[src/rtl/wide_add_seq.sv]
// Multi-precision adder: one shared 32-bit adder walks WORDS words LSW first, carry chained through a register.
// Optional subtract mode is enabled by defining WIDE_ADD_SUB_EN (adds the `sub` port).

module add32 (
   input  logic [31:0] x,
   input  logic [31:0] y,
   input  logic        ci,
   output logic [31:0] s,
   output logic        co
);
   assign {co, s} = {1'b0, x} + {1'b0, y} + {32'd0, ci};
endmodule

// Handshake: a transfer happens on a rising edge where valid and ready are both high;
// i_ready/o_valid come straight from the state register, so neither depends on any input.
module wide_add_seq #(
   parameter int WORDS = 4
) (
   input  logic                 clk,
   input  logic                 rst_n,
   input  logic                 i_valid,
   output logic                 i_ready,
   input  logic [32*WORDS-1:0]  a,
   input  logic [32*WORDS-1:0]  b,
   input  logic                 c_in,
`ifdef WIDE_ADD_SUB_EN
   input  logic                 sub,
`endif
   output logic                 o_valid,
   input  logic                 o_ready,
   output logic [32*WORDS-1:0]  sum,
   output logic                 c_out,
   output logic [1:0]           state_dbg
);
   localparam int W  = 32 * WORDS;
   localparam int IW = (WORDS > 1) ? $clog2(WORDS) : 1;
   localparam logic [IW-1:0] LAST = IW'(WORDS - 1);

   typedef enum logic [1:0] {
      IDLE = 2'd0,
      RUN  = 2'd1,
      DONE = 2'd2
   } state_t;

   state_t        state;
   state_t        state_nx;
   logic [W-1:0]  a_q;
   logic [W-1:0]  b_q;
   logic          carry_q;
   logic [IW-1:0] idx;
   logic [31:0]   add_x;
   logic [31:0]   add_y;
   logic [31:0]   add_s;
   logic          add_co;
   logic          accept;

   assign accept    = (state == IDLE) && i_valid;
   assign i_ready   = (state == IDLE);
   assign o_valid   = (state == DONE);
   assign state_dbg = state;

`ifdef WIDE_ADD_SUB_EN
   logic sub_q;
   // Subtraction is a + ~b + 1: invert every B word and seed the carry with 1.
   assign add_y = b_q[32*idx +: 32] ^ {32{sub_q}};
`else
   assign add_y = b_q[32*idx +: 32];
`endif
   assign add_x = a_q[32*idx +: 32];

   add32 u_add32 (
      .x  (add_x),
      .y  (add_y),
      .ci (carry_q),
      .s  (add_s),
      .co (add_co)
   );

   always_ff @(posedge clk or negedge rst_n) begin
      if (!rst_n) state <= IDLE;
      else        state <= state_nx;
   end

   always_comb begin
      state_nx = state;
      case (state)
         IDLE:    if (i_valid) state_nx = RUN;
         RUN:     if (idx == LAST) state_nx = DONE;
         DONE:    if (o_ready) state_nx = IDLE;
         default: state_nx = IDLE;
      endcase
   end

   always_ff @(posedge clk or negedge rst_n) begin
      if (!rst_n) begin
         a_q     <= '0;
         b_q     <= '0;
         carry_q <= 1'b0;
         idx     <= '0;
         sum     <= '0;
         c_out   <= 1'b0;
`ifdef WIDE_ADD_SUB_EN
         sub_q   <= 1'b0;
`endif
      end else if (accept) begin
         a_q     <= a;
         b_q     <= b;
         idx     <= '0;
         sum     <= '0;
         c_out   <= 1'b0;
`ifdef WIDE_ADD_SUB_EN
         sub_q   <= sub;
         carry_q <= sub ? 1'b1 : c_in;
`else
         carry_q <= c_in;
`endif
      end else if (state == RUN) begin
         sum[32*idx +: 32] <= add_s;
         carry_q           <= add_co;
         if (idx == LAST) begin
            c_out <= add_co;
            idx   <= '0;
         end else begin
            idx   <= idx + 1'b1;
         end
      end
   end
endmodule

[config.mk]
export PLATFORM = sky130hd
export DESIGN_NAME = wide_add_seq
export DESIGN_NICKNAME = d
export VERILOG_FILES = /design/src/rtl/wide_add_seq.sv
export SDC_FILE = /design/constraint.sdc
export NUM_CORES = 1
export LEC_CHECK = 0
export CORE_ASPECT_RATIO = 1.1
export CORE_MARGIN = 4
export CORE_UTILIZATION = 45
export DETAILED_ROUTE_END_ITERATION = 7
export PLACE_DENSITY = 0.73
export SYNTH_ARGS = -nofsm -noshare
export SYNTH_HDL_FRONTEND = slang
export SYNTH_SLANG_ARGS = --single-unit
[constraint.sdc]
create_clock -name clk -period 7.1 [get_ports clk]
set_input_delay 1.065 -clock clk [delete_from_list [all_inputs] [get_ports clk]]
set_output_delay 1.065 -clock clk [all_outputs]
set_load 0.005 [all_outputs]
==> results of run 1 <==
## layout make-up
type                       count  share of cell area, %
multi-input combinational   1264                   32.1
inverter                      10                  0.161
sequential                   390                   41.8
clock buffer                  56                   5.03
antenna                        4                 0.0429
clock inverter                16                  0.691
tap                          500                   2.68
timing repair buffer         406                   17.4
## Yosys cell counts (3+ instances only)
| master | number |
|---|---|
| xor2_1 | 9 |
| nor2b_1 | 3 |
| mux4_2 | 64 |
| o21ai_0 | 33 |
| o21bai_1 | 4 |
| o31ai_1 | 3 |
| buf_1 | 14 |
| inv_1 | 10 |
| xnor2_1 | 15 |
| clkbuf_1 | 94 |
| nor3_1 | 8 |
| a22oi_1 | 4 |
| ha_1 | 35 |
| a21oi_1 | 26 |
| a21o_1 | 24 |
| nand2_1 | 818 |
| nand4_1 | 11 |
| nand3_1 | 14 |
| dfrtp_1 | 390 |
| a22o_1 | 105 |
| a31oi_1 | 3 |
| nand2b_1 | 7 |
| or3_1 | 4 |
| a221oi_1 | 5 |
| nor2_1 | 29 |
| and3_1 | 3 |
## worst max-delay path, delay by kind of cell (launching register included)
family / cells / cell delay [ns]
adder cells (fa/ha/maj): 1 / 0.40
flip-flops: 1 / 0.73
buffers and inverters: 1 / 0.65
multiplexers: 1 / 0.59
AO/OA/AOI/OAI: 8 / 2.17
## logic make-up (layout without fill, tap and decap cells)
logic type,after synthesis,after routing
adder cells (fa/ha/maj),37,37
flip-flops,390,390
buffers and inverters,120,488
multiplexers,68,68
AO/OA/AOI/OAI,229,229
other,0,4
AND/OR/NAND/NOR,905,905
XOR/XNOR,25,25
## worst paths after layout
path / startpoint / end
max: idx[0] / c_out
min: a_q[106] / a_q[106]
max reg2reg: idx[0] / c_out
min reg2reg: a_q[106] / a_q[106]
max in group asynchronous: rst_n / idx[1]
min in group asynchronous: rst_n / a_q[7]
## stage by stage
stage | setup slack (ns) | instance area (um^2)
2_1_floorplan | 2.88 | 17700
3_3_place_gp | 2.43 | 22000
6_report | 2.39 | 23300
5_1_grt | 2.07 | 23300
3_5_place_dp | 2.35 | 22000
4_1_cts | 2.31 | 23300
## metal layers
layer  global-route usage, %  vias to the layer above  part of all wire, %  wire, um
li1                        -                     6646                    -         -
met1                    35.0                     7144                   42     22700
met2                    39.1                      593                   47     25300
met3                    4.38                       85                  7.7      4120
met4                    7.54                        4                  2.6      1400
met5                       0                        -                0.043        23
## registers in the layout (all words and copies together), names as in the netlist
| register | cells |
|---|---|
| state_dbg | 2 |
| idx | 2 |
| b_q | 128 |
| sum | 128 |
| a_q | 128 |
| carry_q | 1 |
| c_out | 1 |
## power by group through the flow
stage          Clock [mW]  Sequential (mW)  Combinational (mW)
2_1_floorplan           0             3.58                4.28
3_3_place_gp            0             3.80                6.46
4_1_cts              2.18             3.81                6.68
5_1_grt              2.28             3.93                7.26
6_report             2.14             3.81                6.69
3_5_place_dp            0             3.84                6.64
==> summary.md, run 1 <==
| Metric | Value |
|---|---|
| # DRC | 0 |
| Final setup fails | 0 |
| Synth async-reset ratio | 100% |
| Clock power share | 16.9% |
| Vias in the first global route | 14700 |
| PD cells | 541 nW/um^2 |
| WHS | 0.470 ns |
| Worst EP arrival | 5.12 ns |
| Initial Util | 46.0% |
| Cell Int Power | 7.09 mW |
| Pwr Total | 12.6 mW |
| Critical path's most frequent cell | a21o_1 |
| Part of the cycle the worst path needs | 66.4% |
| Least-Margin Pin Slew | 1.25 ns |
| Period minus WS final | 4.71 ns |
| Clk buf depth | 3 |
| Post-synthesis mux area share | 8.39% |
| Max-slew headroom | 16.7% |
| Primary FF master, synth | dfrtp_1 |
| Die area | 42500 um^2 |
| Post-DP HPWL | 38600 um |
| Clk_lat worst skew | 0.55 ns |
| Worst setup SP type | flip-flop |
| Post-synth top area cell | dfrtp_1 |
| Post-CTS setup buffers | 0 |
| # IOs | 394 |
| Worst path cell trace | buf_4 > mux4_2 > ha_1 > a21o_1 > a21o_1 > a21o_1 > a21o_1 > a2111oi_4 > o221ai_1 > a41oi_1 > o31ai_1 |
| Maximum clock frequency | 212 MHz |
| R2r setup slk | 2.39 ns |
| DR pass1 iterations | 5 |
| Gr ovfl total | 0 |
| Cts hold-fix bufs | 0 |
| Top cell type's share of synthesized area | 55.2% |
| Cell variety after synth | 53 |
| CTS Buf Count | 41 |
| Area Overhead vs Synth | 32.0% |
| Clock Sinks | 390 |
| CP endpoint kind | flip-flop |
| Synth Net Count | 2072 |
| Vias/cell | 5.47 |
| Root Buffer | clkbuf_16 |
| Drt wl/cell | 20.2 um |
| Switching Share | 43.9% |
| Status | completed |
| Adder-cell share of the synthesized area | 2.70% |
| Logic gate share of total power | 53.0% |
| GPL Wtd Cong | 0.892 |
| CTS tree | done |
| Cell row count | 75 |
| Slowest cell on crit path | dfrtp_4 |
| First-pass GRT wire length | 83400 um |
| Reg power frac | 30.1% |
| Warning count from the yosys run | 0 |
| Synth Area in XOR/XNOR | 1.28% |
| Register area share after synthesis | 55.2% |
| Largest net degree at the start of global routing | 258 |
| Placed cells | 2570 |
| Pins over their slew limit | 0 |
| Die Span X | 197 um |
| Leak | 11.3 nW |
| Max incr delay on CP | 0.73 ns |
| Non-Filler Instances | 2646 |
| CTS-repair resized insts | 0 |
| Switching pwr | 5.55 mW |
| Total of max-cap violations | 0 |
| Clock slew at reported path FFs | 0.06 ns |
| Multi-input gate area | 7500 um^2 |
| Post-synthesis cell count | 1774 |
| Flops & latches, synth | 390 |
| Worst VDD drop | 0.271 mV |
| Final core occ | 60.7% |
| Crit path max fanout | 35 |
| R2R cell count | 11 |
| Routed Antenna Nets | 0 |
| Worst Hold Class | reg2reg |
| Most frequent cells in the layout | 817 x nand2_1, 392 x clkdlybuf4s50_1, 388 x dfrtp_1 |
| Hold-critical path depth | 2 |
| CP Class | reg2reg |
| Layout cell share with drive strength beyond 1 | 7.42% |
| Layout Nets | 2411 |
| # fillers | 3216 |
| Largest family of logic cells by synthesized area | simple AND/OR/NAND/NOR gates |
| Die height | 216 um |
| Hold Fails Final Rpt | 0 |
| Routed WL | 53600 um |
| Setup TNS | 0 ns |
| Compound-Gate Fraction of Synth Area | 9.96% |
| Syn avg cell area | 9.97 um^2 |
| Storage element area | 9770 um^2 |
| Port Buf Inserts | 393 |
| Initial antenna violation count | 6 |
| RSZ-0062 raised after global routing | false |
| CTS H-tree depth | 2 |
| Synthesized cell area | 17700 um^2 |
| Most common cell after layout, fill and taps aside | nand2_1 |
| Starting DRT DRC Count | 1120 |
| Overall Global Routing Usage | 24.6% |
| WP data required | 7.51 ns |
| Core area | 38500 um^2 |
| Ranking of synthesized cells by area | dfrtp_1 55%, nand2_1 17%, mux4_2 8.2% |
| Clock skew | 0.0168 ns |
| EDFF count, synth | 0 |
| Vias | 14500 |
| Simple-gate share of the synthesized area | 19.9% |
No activity file was read; power rests on OpenSTA's default activity.
==> inputs of run 2 (changes only) <==
- PLACE_DENSITY: 0.73 -> 0.75
- clock period: 7.1 -> 4 ns (I/O delays scaled with it)
==> summary.md, run 2 (synthesized netlist as in run 1, its figures left out) <==
| Metric | Value |
|---|---|
| CP endpoint kind | flip-flop (unchanged) |
| CP Class | reg2reg (unchanged) |
| Die area | 42500 um^2 (unchanged) |
| GPL Wtd Cong | 0.881 (was 0.892) |
| CTS H-tree depth | 2 (unchanged) |
| Most common cell after layout, fill and taps aside | nand2_1 (unchanged) |
| Pre-CTS WS | -0.191 ns (was 2.35 ns) |
| Part of the cycle the worst path needs | 95.6% (was 66.4%) |
| Clock slew at reported path FFs | 0.06 ns (about the same) |
| Leak | 11.5 nW (was 11.3 nW) |
| Overall Global Routing Usage | 25.0% (was 24.6%) |
| WP data required | 4.47 ns (was 7.51 ns) |
| Maximum clock frequency | 261 MHz (was 212 MHz) |
| Vias in the first global route | 14800 (was 14700) |
| Routed WL | 54000 um (was 53600 um) |
| Largest net degree at the start of global routing | 177 (was 258) |
| RSZ-0062 raised after global routing | false (unchanged) |
| Setup WS post-layout | 0.175 ns (was 2.39 ns) |
| Layout Nets | 2437 (was 2411) |
| Clock skew | 0.0127 ns (was 0.0168 ns) |
| Vias/cell | 5.44 (was 5.47) |
| Layout cell share with drive strength beyond 1 | 8.84% (was 7.42%) |
| R2R Path Start | idx[0] (unchanged) |
| Crit path max fanout | 8 (was 35) |
| # DRC | 0 (unchanged) |
| Period minus WS final | 3.83 ns (was 4.71 ns) |
| Critical Path Start | idx[0] (unchanged) |
| Cts hold-fix bufs | 0 (unchanged) |
| Initial antenna violation count | 1 (was 6) |
| CTS tree | done (unchanged) |
| CTS Buf Count | 41 (unchanged) |
| Routed Antenna Nets | 0 (unchanged) |
| Clk_lat worst skew | 0.55 ns (about the same) |
| Port Buf Inserts | 393 (unchanged) |
| Starting DRT DRC Count | 1198 (was 1120) |
| Clk buf depth | 3 (unchanged) |
| First-pass GRT wire length | 84400 um (was 83400 um) |
| Post-DP HPWL | 39700 um (was 38600 um) |
| Cell row count | 75 (unchanged) |
| Final setup fails | 0 (unchanged) |
| Largest regs | a_q: 128 flops, b_q: 128 flops, sum: 128 flops (unchanged) |
| Root Buffer | clkbuf_16 (unchanged) |
| Die Span X | 197 um (unchanged) |
| Pins over their slew limit | 0 (unchanged) |
| Area Overhead vs Synth | 34.3% (was 32.0%) |
| Initial Util | 46.0% (unchanged) |
| Drt wl/cell | 20.2 um (about the same) |
| Total of max-cap violations | 0 (unchanged) |
| PD cells | 969 nW/um^2 (was 541 nW/um^2) |
| DR pass1 iterations | 5 (unchanged) |
| Worst setup SP type | flip-flop (unchanged) |
| Die height | 216 um (unchanged) |
| Least-Margin Pin Slew | 1.00 ns (was 1.25 ns) |
| Vias | 14500 (about the same) |
| Clock Sinks | 390 (unchanged) |
| # IOs | 394 (unchanged) |
| Hold Fails Final Rpt | 0 (unchanged) |
| Max-slew headroom | 33.4% (was 16.7%) |
| Core area | 38500 um^2 (unchanged) |
| WHS | 0.0926 ns (was 0.470 ns) |
| Worst Hold Class | in2async (was reg2reg) |
| Status | completed (unchanged) |
| Worst VDD drop | 0.535 mV (was 0.271 mV) |
| Worst EP arrival | 4.30 ns (was 5.12 ns) |
| Most frequent cells in the layout | 817 x nand2_1, 392 x clkdlybuf4s50_1, 388 x dfrtp_1 (unchanged) |
| Gr ovfl total | 0 (unchanged) |
==> run 2: changes by cell type in the layout (fill, tap and decap cells not counted), moves of 3 or more <==
cell / delta
clkinv_4: +3
diode_2: -3
buf_12: +4
clkinvlp_4: +3
clkinv_2: -5
buf_4: +19
==> run 2: report_power, final <==
part | switching (mW) | internal [mW] | total (mW)
sequential | 1.02 | 5.63 | 6.65
combinational | 7.30 | 5.05 | 12.4
clock | 1.60 | 2.41 | 4.01
total | 9.93 | 13.1 | 23.0
==> run 2: metrics by stage <==
step	area, um^2	std cells	TNS (ns)	power [mW]	utilization, %
2_1_floorplan	17700	1774	0	14.0	-
5_1_grt	23700	2672	0	24.5	61.7
6_report	23700	2672	0	23.0	61.7
4_1_cts	23700	2669	0	23.0	61.6
3_3_place_gp	22200	2593	-0.395	18.5	57.8
3_5_place_dp	22200	2593	-0.810	18.8	57.8
==> run 2: layout make-up <==
| class | count | area, um^2 |
|---|---|---|
| Antenna cell | 1 | 2.50 |
| Clock buffer | 56 | 1180 |
| Clock inverter | 19 | 245 |
| Fill cell | 3140 | 14700 |
| Inverter | 10 | 37.5 |
| Multi-Input combinational cell | 1264 | 7520 |
| Sequential cell | 390 | 9770 |
| Tap cell | 500 | 626 |
| Timing Repair Buffer | 432 | 4370 |
==> run 2: per-layer routing <==
metal	part of all wire, %	vias to the layer above	wire (um)	global-route usage (%)
li1	-	6699	-	-
met1	43	7163	23200	35.8
met2	48	600	26100	41.0
met3	6.8	72	3650	3.62
met4	2.0	0	1070	5.92
met5	0	-	0	0
==> run 2: worst paths after layout <==
path	end	slack (ns)	depth (start not counted)
max	sum[43]	0.17	11
min	a_q[8]	0.09	1
max reg2reg	sum[43]	0.17	11
min reg2reg	b_q[125]	0.47	2
max in group asynchronous	sum[23]	2.88	2
min in group clk	b_q[125]	0.47	2
==> run 2: timing repair <==
| item | in CTS | in global routing |
|---|---|---|
| setup buffers | 0 | 2 |
| gates resized for setup | 2 | 3 |
| endpoints found under the setup margin | 8 | 22 |
| pin swaps | 0 | 1 |
| gates cloned | 1 | 0 |
==> run 2: critical path: stages, from the launching register on <==
cell     delay, ns
dfrtp_4       0.51
buf_4         0.25
mux4_2        0.57
ha_1          0.37
a21o_1        0.21
a31o_2        0.24
o21ai_0       0.25
a21oi_1       0.12
o21ai_0       0.40
a21oi_1       0.14
xor2_1        0.47
a22o_1        0.22
